`src/rtl/addr_seq_ctrl.sv`:
```
// Serial-number sequencer feeding the queue address selector: steps 0..LAST_SERIAL
// per tile, parks on IDLE_SERIAL while the array drains, and reports job progress.
module addr_seq_ctrl #(
  parameter int ARRAY_SIZE   = 8,
  parameter int QUEUE_COUNT  = (ARRAY_SIZE + 3) / 4,
  parameter int ADDR_OFFSET  = 4,
  parameter int ROW_LAST     = 98,
  parameter int DRAIN_CYCLES = 2 * ARRAY_SIZE,
  parameter int IDLE_SERIAL  = 127
) (
  input  logic       clk,
  input  logic       srstn,
  input  logic       start,
  input  logic [7:0] num_tiles,
  input  logic       stall,
  input  logic       abort,
  output logic [6:0] addr_serial_num,
  output logic       feed_valid,
  output logic       busy,
  output logic [7:0] tile_idx,
  output logic       tile_done,
  output logic       all_done,
  output logic [1:0] state_dbg
);

  localparam int LAST_SERIAL = ROW_LAST + (QUEUE_COUNT - 1) * ADDR_OFFSET;
  localparam int DCW = (DRAIN_CYCLES > 1) ? $clog2(DRAIN_CYCLES) : 1;
  localparam logic [6:0] LAST_S = 7'(LAST_SERIAL);
  localparam logic [6:0] IDLE_S = 7'(IDLE_SERIAL);
  localparam logic [DCW-1:0] DRAIN_LAST = DCW'(DRAIN_CYCLES - 1);

  if (LAST_SERIAL > 126) begin : g_bad_last_serial
    $error("addr_seq_ctrl: LAST_SERIAL exceeds 126");
  end
  if (DRAIN_CYCLES < 1) begin : g_bad_drain
    $error("addr_seq_ctrl: DRAIN_CYCLES must be at least 1");
  end

  typedef enum logic [1:0] {S_IDLE, S_FEED, S_DRAIN, S_DONE} state_t;

  state_t         state;
  logic [DCW-1:0] drain_cnt;
  logic [7:0]     tiles_lat;

  assign state_dbg = state;

  // feed_valid has no ready: the selector must consume every cycle it is high,
  // and stall is the only back-pressure (serial holds, feed_valid drops).
  always_ff @(posedge clk or negedge srstn) begin
    if (!srstn) begin
      state           <= S_IDLE;
      addr_serial_num <= IDLE_S;
      feed_valid      <= 1'b0;
      busy            <= 1'b0;
      tile_idx        <= 8'd0;
      tile_done       <= 1'b0;
      all_done        <= 1'b0;
      drain_cnt       <= '0;
      tiles_lat       <= 8'd0;
    end else begin
      tile_done <= 1'b0;
      all_done  <= 1'b0;
      if (state != S_IDLE && abort) begin
        state           <= S_IDLE;
        addr_serial_num <= IDLE_S;
        feed_valid      <= 1'b0;
        busy            <= 1'b0;
        tile_idx        <= 8'd0;
        drain_cnt       <= '0;
        tiles_lat       <= 8'd0;
      end else begin
        case (state)
          S_IDLE: begin
            if (start) begin
              tiles_lat       <= (num_tiles == 8'd0) ? 8'd1 : num_tiles;
              tile_idx        <= 8'd0;
              addr_serial_num <= 7'd0;
              feed_valid      <= 1'b1;
              busy            <= 1'b1;
              state           <= S_FEED;
            end
          end
          S_FEED: begin
            if (stall) begin
              feed_valid <= 1'b0;
            end else if (addr_serial_num == LAST_S) begin
              state           <= S_DRAIN;
              addr_serial_num <= IDLE_S;
              feed_valid      <= 1'b0;
              drain_cnt       <= '0;
            end else begin
              addr_serial_num <= addr_serial_num + 7'd1;
              feed_valid      <= 1'b1;
            end
          end
          S_DRAIN: begin
            if (!stall) begin
              if (drain_cnt == DRAIN_LAST) begin
                tile_done <= 1'b1;
                drain_cnt <= '0;
                if (tile_idx == tiles_lat - 8'd1) begin
                  all_done <= 1'b1;
                  state    <= S_DONE;
                end else begin
                  // Next tile's first feed lands in the same cycle as tile_done.
                  tile_idx        <= tile_idx + 8'd1;
                  addr_serial_num <= 7'd0;
                  feed_valid      <= 1'b1;
                  state           <= S_FEED;
                end
              end else begin
                drain_cnt <= drain_cnt + 1'b1;
              end
            end
          end
          S_DONE: begin
            busy  <= 1'b0;
            state <= S_IDLE;
          end
          default: state <= S_IDLE;
        endcase
      end
    end
  end

endmodule

```
`config.mk`:
```
export PLATFORM = sky130hd
export DESIGN_NAME = addr_seq_ctrl
export DESIGN_NICKNAME = d
export VERILOG_FILES = /design/src/rtl/addr_seq_ctrl.sv
export SDC_FILE = /design/constraint.sdc
export NUM_CORES = 1
export LEC_CHECK = 0
export CAP_MARGIN = 5
export CORE_MARGIN = 2
export CORE_UTILIZATION = 53
export CTS_CLUSTER_SIZE = 24
export DETAILED_ROUTE_END_ITERATION = 7
export PLACE_DENSITY = 0.86
export SLEW_MARGIN = 20
export SYNTH_ARGS = -nofsm -noshare
export SYNTH_HDL_FRONTEND = slang
export SYNTH_SLANG_ARGS = --single-unit
```
`constraint.sdc`:
```
create_clock -name clk -period 3.05 [get_ports clk]
set_input_delay 0.305 -clock clk [delete_from_list [all_inputs] [get_ports clk]]
set_output_delay 0.305 -clock clk [all_outputs]
set_load 0.005 [all_outputs]
```
==> impl_results.md, run 1 <==
* Sequential share of the synthesized area at 39.5%
* Buf/Inv on CP at 2
* Setup CP Type: reg2reg
* Post-Route WL at 5.09 mm
* Internal power at 1.41 mW
* Critical Path RT at 3.23 ns
* Worst path max stage delay at 0.58 ns
* Global-route wire length before repair at 8.69 mm
* Grt total ovfl at 0
* Initial antenna violation count at 0
* ANT nets after route at 0
* Clk sinks at 33
* Max-Slew Margin vs Limit at between 40% and 50%
* Least-Margin Pin Slew at 0.795 ns
* Syn Nets at 250
* Pre-Repair DR Iteration Count at 4
* Starting DRT DRC Count at 127
* ANT cells at 0
* Clk slew on worst S/H paths at 0.07 ns
* DRC Markers at 0
* Fin. Hold Viols at 0
* CP Data Arrival Time at 2.80 ns
* Mapped Avg Cell Area at 9.10 sq um
* # port buffers at 33
* Achievable Freq at 0.382 GHz
* Status: finished clean
* CTS root buffer: clkbuf_8
* Synth-to-Final Area Change at 23.8%
* Crit-path cells: inv_1, ha_1, nor3b_2, xnor2_1, or4_1, a211oi_4, buf_4, nor2_1, o221a_1
* Initial Util at 56.4%
* Number of synthesized flops with an enable pin at 0
* TNS Setup at 0 ns
* Row count at 22
* Crit-path leading delay family: simple AND/OR/NAND/NOR gates
* CTS tree: done
* Largest net degree at the start of global routing at 34
* Clock share of power at 15.3%
* Busiest layer in global routing: met2
* Core region area at 3740 sq um
* Setup violations, final at 0
* Crit-path max FO at 17
* Full die area at 4500 sq um
* Net Sw Frac at 40.8%
* CP max-delay cell: or4_1
* Yosys reg bits at 33
* Share of cells above drive strength 1 at 9.96%
* Yosys warns at 0
* Startpoint types: register
* Post-synth ARST share at 100%
* Die Height at 67.1 microns
* Crit path capture type: register
* Part of the power in registers at between 30 and 40%
* Mapped Cells at ~230
* Final Slew Violations at 0
* CTS Buf Count at 5
* Quantity of gates resized following cts at 0
* Hold buffers post-CTS at 0
* Pwr/cell area at 910 nW/um^2
* P_sw at 0.970 mW
* Vias/cell at 6.12
* Tcrit/Tclk final at a little under nine tenths
* Nets at 288
* CTS H-tree lvls at 2
* CTS Buffer Depth at 2
* Library cells used by synthesis at 49
* Leakage at 1.11 nW
* Vias in the first global route at 1833
* Setup Fix Bufs, Post-CTS at 0
* GR Layer Usage met2 at between 40% and 50%
* RSZ-0062 raised after global routing: no
* Hold Crit Class: in2async
* Clk_lat worst skew at 0.29 ns
* Fin util at a little over two thirds
* DP HPWL at 3.63 mm
* # IOs at 34
* Via count at 1953
* Die X at 67.1 microns
* Comb power frac at 50.5%
* Grt met1 use at approximately 34%
* Post-Syn Area at 2110 sq um
* Max_cap viols at 0
* Average detailed-routed wire length per instance at 15.9 microns
* Clock Skews at between 0.006 and 0.007 ns
* Shortest period the worst path allows at roughly 2.6 ns
* Max IR drop VDD at ~0.47 mV
* All-Layer GR Usage at 26.1%
* Gpl congestion at 0.900
* M3 GR Usage at 6.42%
* Post-synth top flop: dfrtp_1
## flip-flops by register name (all words and copies together) (netlist names)
signal           flops
addr_serial_num      7
all_done             1
busy                 1
drain_cnt            4
feed_valid           1
state_dbg            2
tile_done            1
tile_idx             8
tiles_lat            8
## synth_stat cells, drive strengths merged, types with 3 or more instances
cell type | count | area, sq um
nor2b | 7 | 43.8
clkbuf | 8 | 31.3
nand3 | 11 | 55.1
a21o | 3 | 22.5
a21boi | 4 | 30.0
a22o | 7 | 61.3
a21oi | 6 | 30.0
or3 | 3 | 18.8
o21ai | 21 | 105
or4 | 7 | 52.6
nand4 | 6 | 37.5
xnor2 | 11 | 96.3
nor3 | 7 | 45.0
nand2b | 3 | 18.8
dfrtp | 26 | 651
mux2i | 4 | 40.0
nor2 | 19 | 71.3
nor4 | 4 | 25.0
inv | 8 | 30.0
nand2 | 18 | 67.6
o31ai | 6 | 45.0
ha | 5 | 62.6
xor2 | 3 | 26.3
a2bb2oi | 4 | 35.0
dfstp | 7 | 184
## area by class of cell
class	instances	area, sq um
Multi-Input combinational cell	182	1200
Fill cell	302	1130
Sequential cell	33	835
Timing Repair Buffer	40	383
Clock buffer	7	96.3
Tap cell	48	60.1
Inverter	8	30.0
Clock inverter	1	5.00
## per-layer routing
layer,share of wire (%),vias to the layer above,wire length (microns)
li1,-,934,-
met1,45,947,2290
met2,48,60,2430
met3,5.0,12,255
met4,2.2,0,112
met5,0,-,0
## power groups by stage
stage	logic (mW)	registers [mW]	clock network (mW)
2_1_floorplan	0.843	0.759	0
3_3_place_gp	1.16	0.809	0
3_5_place_dp	1.18	0.812	0
4_1_cts	1.20	0.805	0.374
5_1_grt	1.32	0.835	0.393
6_report	1.20	0.813	0.364
## stage by stage
stage / instance area [sq um] / power [mW] / worst slack, ns / hold WS (ns) / instances
after CTS: 2610 / 2.38 / 0.465 / 0.419 / 319
after global placement: 2510 / 1.97 / 0.527 / 0.476 / 311
after global routing: 2610 / 2.54 / 0.292 / 0.454 / 319
after detailed placement: 2510 / 2.00 / 0.476 / 0.498 / 311
after floorplan: 2110 / 1.60 / 0.558 / 0.00941 / 232
final: 2610 / 2.38 / 0.431 / 0.409 / 319
## final timing paths
check / start / to / slack [ns] / cells after the start
setup / recovery: tiles_lat[0] / feed_valid / 0.43 / 9
hold / removal: srstn / state_dbg[1] / 0.41 / 2
setup reg to reg: tiles_lat[0] / feed_valid / 0.43 / 9
hold reg to reg: addr_serial_num[1] / addr_serial_num[1] / 0.50 / 2
max in group asynchronous: srstn / addr_serial_num[3] / 2.30 / 2
min in group clk: addr_serial_num[1] / addr_serial_num[1] / 0.50 / 2
## kinds of logic after synthesis
kind of cell | share of synthesized area (%)
AOI/OAI and AO/OA | 20.7
xor gates and xnor gates | 5.81
and+or+nand+nor | 24.5
buffers and inverters | 3.44
adders and majority gates | 2.96
muxes | 2.96
DFF | 39.5
## cells in the final DEF (no fill, tap or decap), types with 2 or more instances in the layout
master,instances
xnor2_1,11
xor2_1,3
or4_1,7
nor2_1,19
a21boi_1,3
mux2_1,2
a21oi_1,6
a22o_1,7
nand4_1,6
nand2b_1,3
o22a_1,2
nor3_2,2
mux2i_1,4
dfstp_2,7
buf_4,7
inv_1,8
and2_1,2
ha_1,5
a2bb2oi_1,4
o21ai_0,21
nor3_1,5
clkbuf_8,7
clkdlybuf4s50_1,33
o31ai_1,6
or3_1,3
a21o_1,3
nand3_1,11
nand2_1,18
nor4_1,4
dfrtp_1,26
nor2b_1,7
Note: power is estimated with default switching activity, not from simulation.
==> inputs of run 2 (changes only) <==
PLACE_DENSITY = 0.79   (was 0.86)
==> impl_results.md, run 2 (synthesis results as in run 1) <==
* Least-Margin Pin Slew at roughly 0.74 ns
* Nets at 289
* Pwr/cell area at ~930 nW/um^2
* Placement Cell Area at 2520 sq um
* CP max-delay cell: or4_1
* CP Data Arrival Time at 2.83 ns
* Largest net degree at the start of global routing at 34
* CTS Buf Count at 5
* CTS Buffer Depth at 2
* RSZ-0062 raised after global routing: no
* # IOs at 34
* Max_cap viols at 0
* Clk_lat worst skew at 0.29 ns
* ANT cells at 0
* CP endpoint: feed_valid
* Status: finished clean
* ANT nets after route at 0
* Row count at 22
* Shortest period the worst path allows at ~2.7 ns
* Vias/cell at 6.14
* Starting DRT DRC Count at 151
* Achievable Freq at between 0.3 and 0.4 GHz
* Clk sinks at 33
* FF-to-FF End: feed_valid
* Quantity of gates resized following cts at 0
* Core region area at ~3700 sq um
* Global-route wire length before repair at 8.65 mm
* Net Sw Frac at 39.9%
* Max-Slew Margin vs Limit at 50.2%
* Worst path max stage delay at a little under 0.6 ns
* Setup Fix Bufs, Post-CTS at 0
* DP HPWL at 3.65 mm
* Leakage at 1.11 nW
* Critical Path RT at approximately 3.2 ns
* Most common cell after layout, fill and taps aside: clkdlybuf4s50_1
* Gpl congestion at 0.893
* Clk slew on worst S/H paths at about 0.070 ns
* Fill count at 320
* Final instance area at 2640 sq um
* Average detailed-routed wire length per instance at 16.3 microns
* CTS tree: done
* P_sw at about 0.98 mW
* Hold buffers post-CTS at 0
* PnR Total Power at 2.46 mW
* Comb power frac at 49.6%
* Vias in the first global route at roughly 1800
* Worst r2r path cells at 9
* Die X at roughly 67 microns
* Full die area at 4500 sq um
* Fin. Hold Viols at 0
* Setup violations, final at 0
* All-Layer GR Usage at 25.6%
* CTS H-tree lvls at 2
* Final Slew Violations at 0
* DRC Markers at 0
* Initial antenna violation count at 0
* Post-Route WL at 5.21 mm
* Worst R2R Setup Slack at 0.40 ns
* Synth-to-Final Area Change at 25.0%
* Crit path capture type: register
* Startpoint types: register
* TNS Setup at 0 ns
* Hold Crit Class: in2async
* Crit-path cells: inv_1, ha_1, nor3b_2, xnor2_1, or4_1, a211oi_4, buf_4, nor2_1, o221a_1
* Tcrit/Tclk final at 87.0%
* Highest-count cells in the layout ignoring fill and taps: 33 x clkdlybuf4s50_1, 26 x dfrtp_1, 21 x o21ai_0
* Die Height at 67.1 microns
* Biggest regs: tile_idx (8), tiles_lat (8), addr_serial_num (7)
* Worst r2r src: tiles_lat[0]
* Crit-path max FO at 17
* Pre-Repair DR Iteration Count at 4
* Part of the power in registers at 32.9%
* Via count at 1966
* # port buffers at 33
* Initial Util at 56.4%
* Grt total ovfl at 0
* Internal power at 1.48 mW
* Clock Skews at 0.00731 ns
* Share of cells above drive strength 1 at a little over 10%
* Worst Hold Slack at 0.421 ns
* Setup CP Type: reg2reg
* Clock share of power at 17.6%
* Max IR drop VDD at approximately 0.72 mV
* CTS root buffer: clkbuf_8
* Worst Setup SP: tiles_lat[0]
[run 2: changes by cell type in the layout (fill, tap and decap cells not counted)]
cell / previous run / this run
buf_4: 7 / 8
bufinv_16: 0 / 1
clkbuf_1: 0 / 1
clkbuf_8: 7 / 6
clkinv_2: 1 / 0
nor2_1: 19 / 18
nor2_2: 0 / 1
[run 2: power groups by stage]
| stage | registers, mW | clock network, mW | logic, mW |
|---|---|---|---|
| 2_1_floorplan | 0.759 | 0 | 0.843 |
| 3_3_place_gp | 0.809 | 0 | 1.17 |
| 3_5_place_dp | 0.807 | 0 | 1.20 |
| 4_1_cts | 0.805 | 0.436 | 1.21 |
| 5_1_grt | 0.830 | 0.454 | 1.34 |
| 6_report | 0.809 | 0.433 | 1.22 |
[run 2: worst max-delay path: cells and delay by family (launching register included)]
kind | cells | cell delay (ns)
and+or+nand+nor | 3 | 0.82
AOI/OAI and AO/OA | 2 | 0.52
DFF | 1 | 0.47
buffers and inverters | 2 | 0.32
adders and majority gates | 1 | 0.27
xor gates and xnor gates | 1 | 0.12
[run 2: area by class of cell]
| cell class | count | area, sq um | share of cell area [%] |
|---|---|---|---|
| clock buffer | 7 | 86.3 | 3.27 |
| clock inverter | 1 | 30.0 | 1.14 |
| inverter | 8 | 30.0 | 1.14 |
| multi-input combinational | 182 | 1210 | 45.7 |
| sequential | 33 | 835 | 31.6 |
| tap | 48 | 60.1 | 2.28 |
| timing repair buffer | 41 | 390 | 14.8 |
[run 2: metal layers]
layer  up-vias  track usage (%)  part of all wire, %
li1        940                -                    -
met1       963             33.8                   45
met2        51             39.6                   48
met3        12             5.74                  4.9
met4         0             12.2                  1.9
met5         -                0                    0
[run 2: through the flow]
stage | instances | util [%] | setup WS (ns)
3_3_place_gp | 312 | 67.3 | 0.449
6_report | 320 | 70.5 | 0.398
4_1_cts | 320 | 70.4 | 0.402
3_5_place_dp | 312 | 67.3 | 0.357
2_1_floorplan | 232 | - | 0.558
5_1_grt | 320 | 70.5 | 0.250
[run 2: worst min path at each step]
stage | startpoint | end | cells after the start
floorplan | srstn | all_done | 0
global placement | drain_cnt[3] | drain_cnt[3] | 1
detailed placement | drain_cnt[3] | drain_cnt[3] | 1
CTS | srstn | tile_idx[2] | 2
global route | srstn | state_dbg[0] | 2
finish | srstn | tile_idx[6] | 2
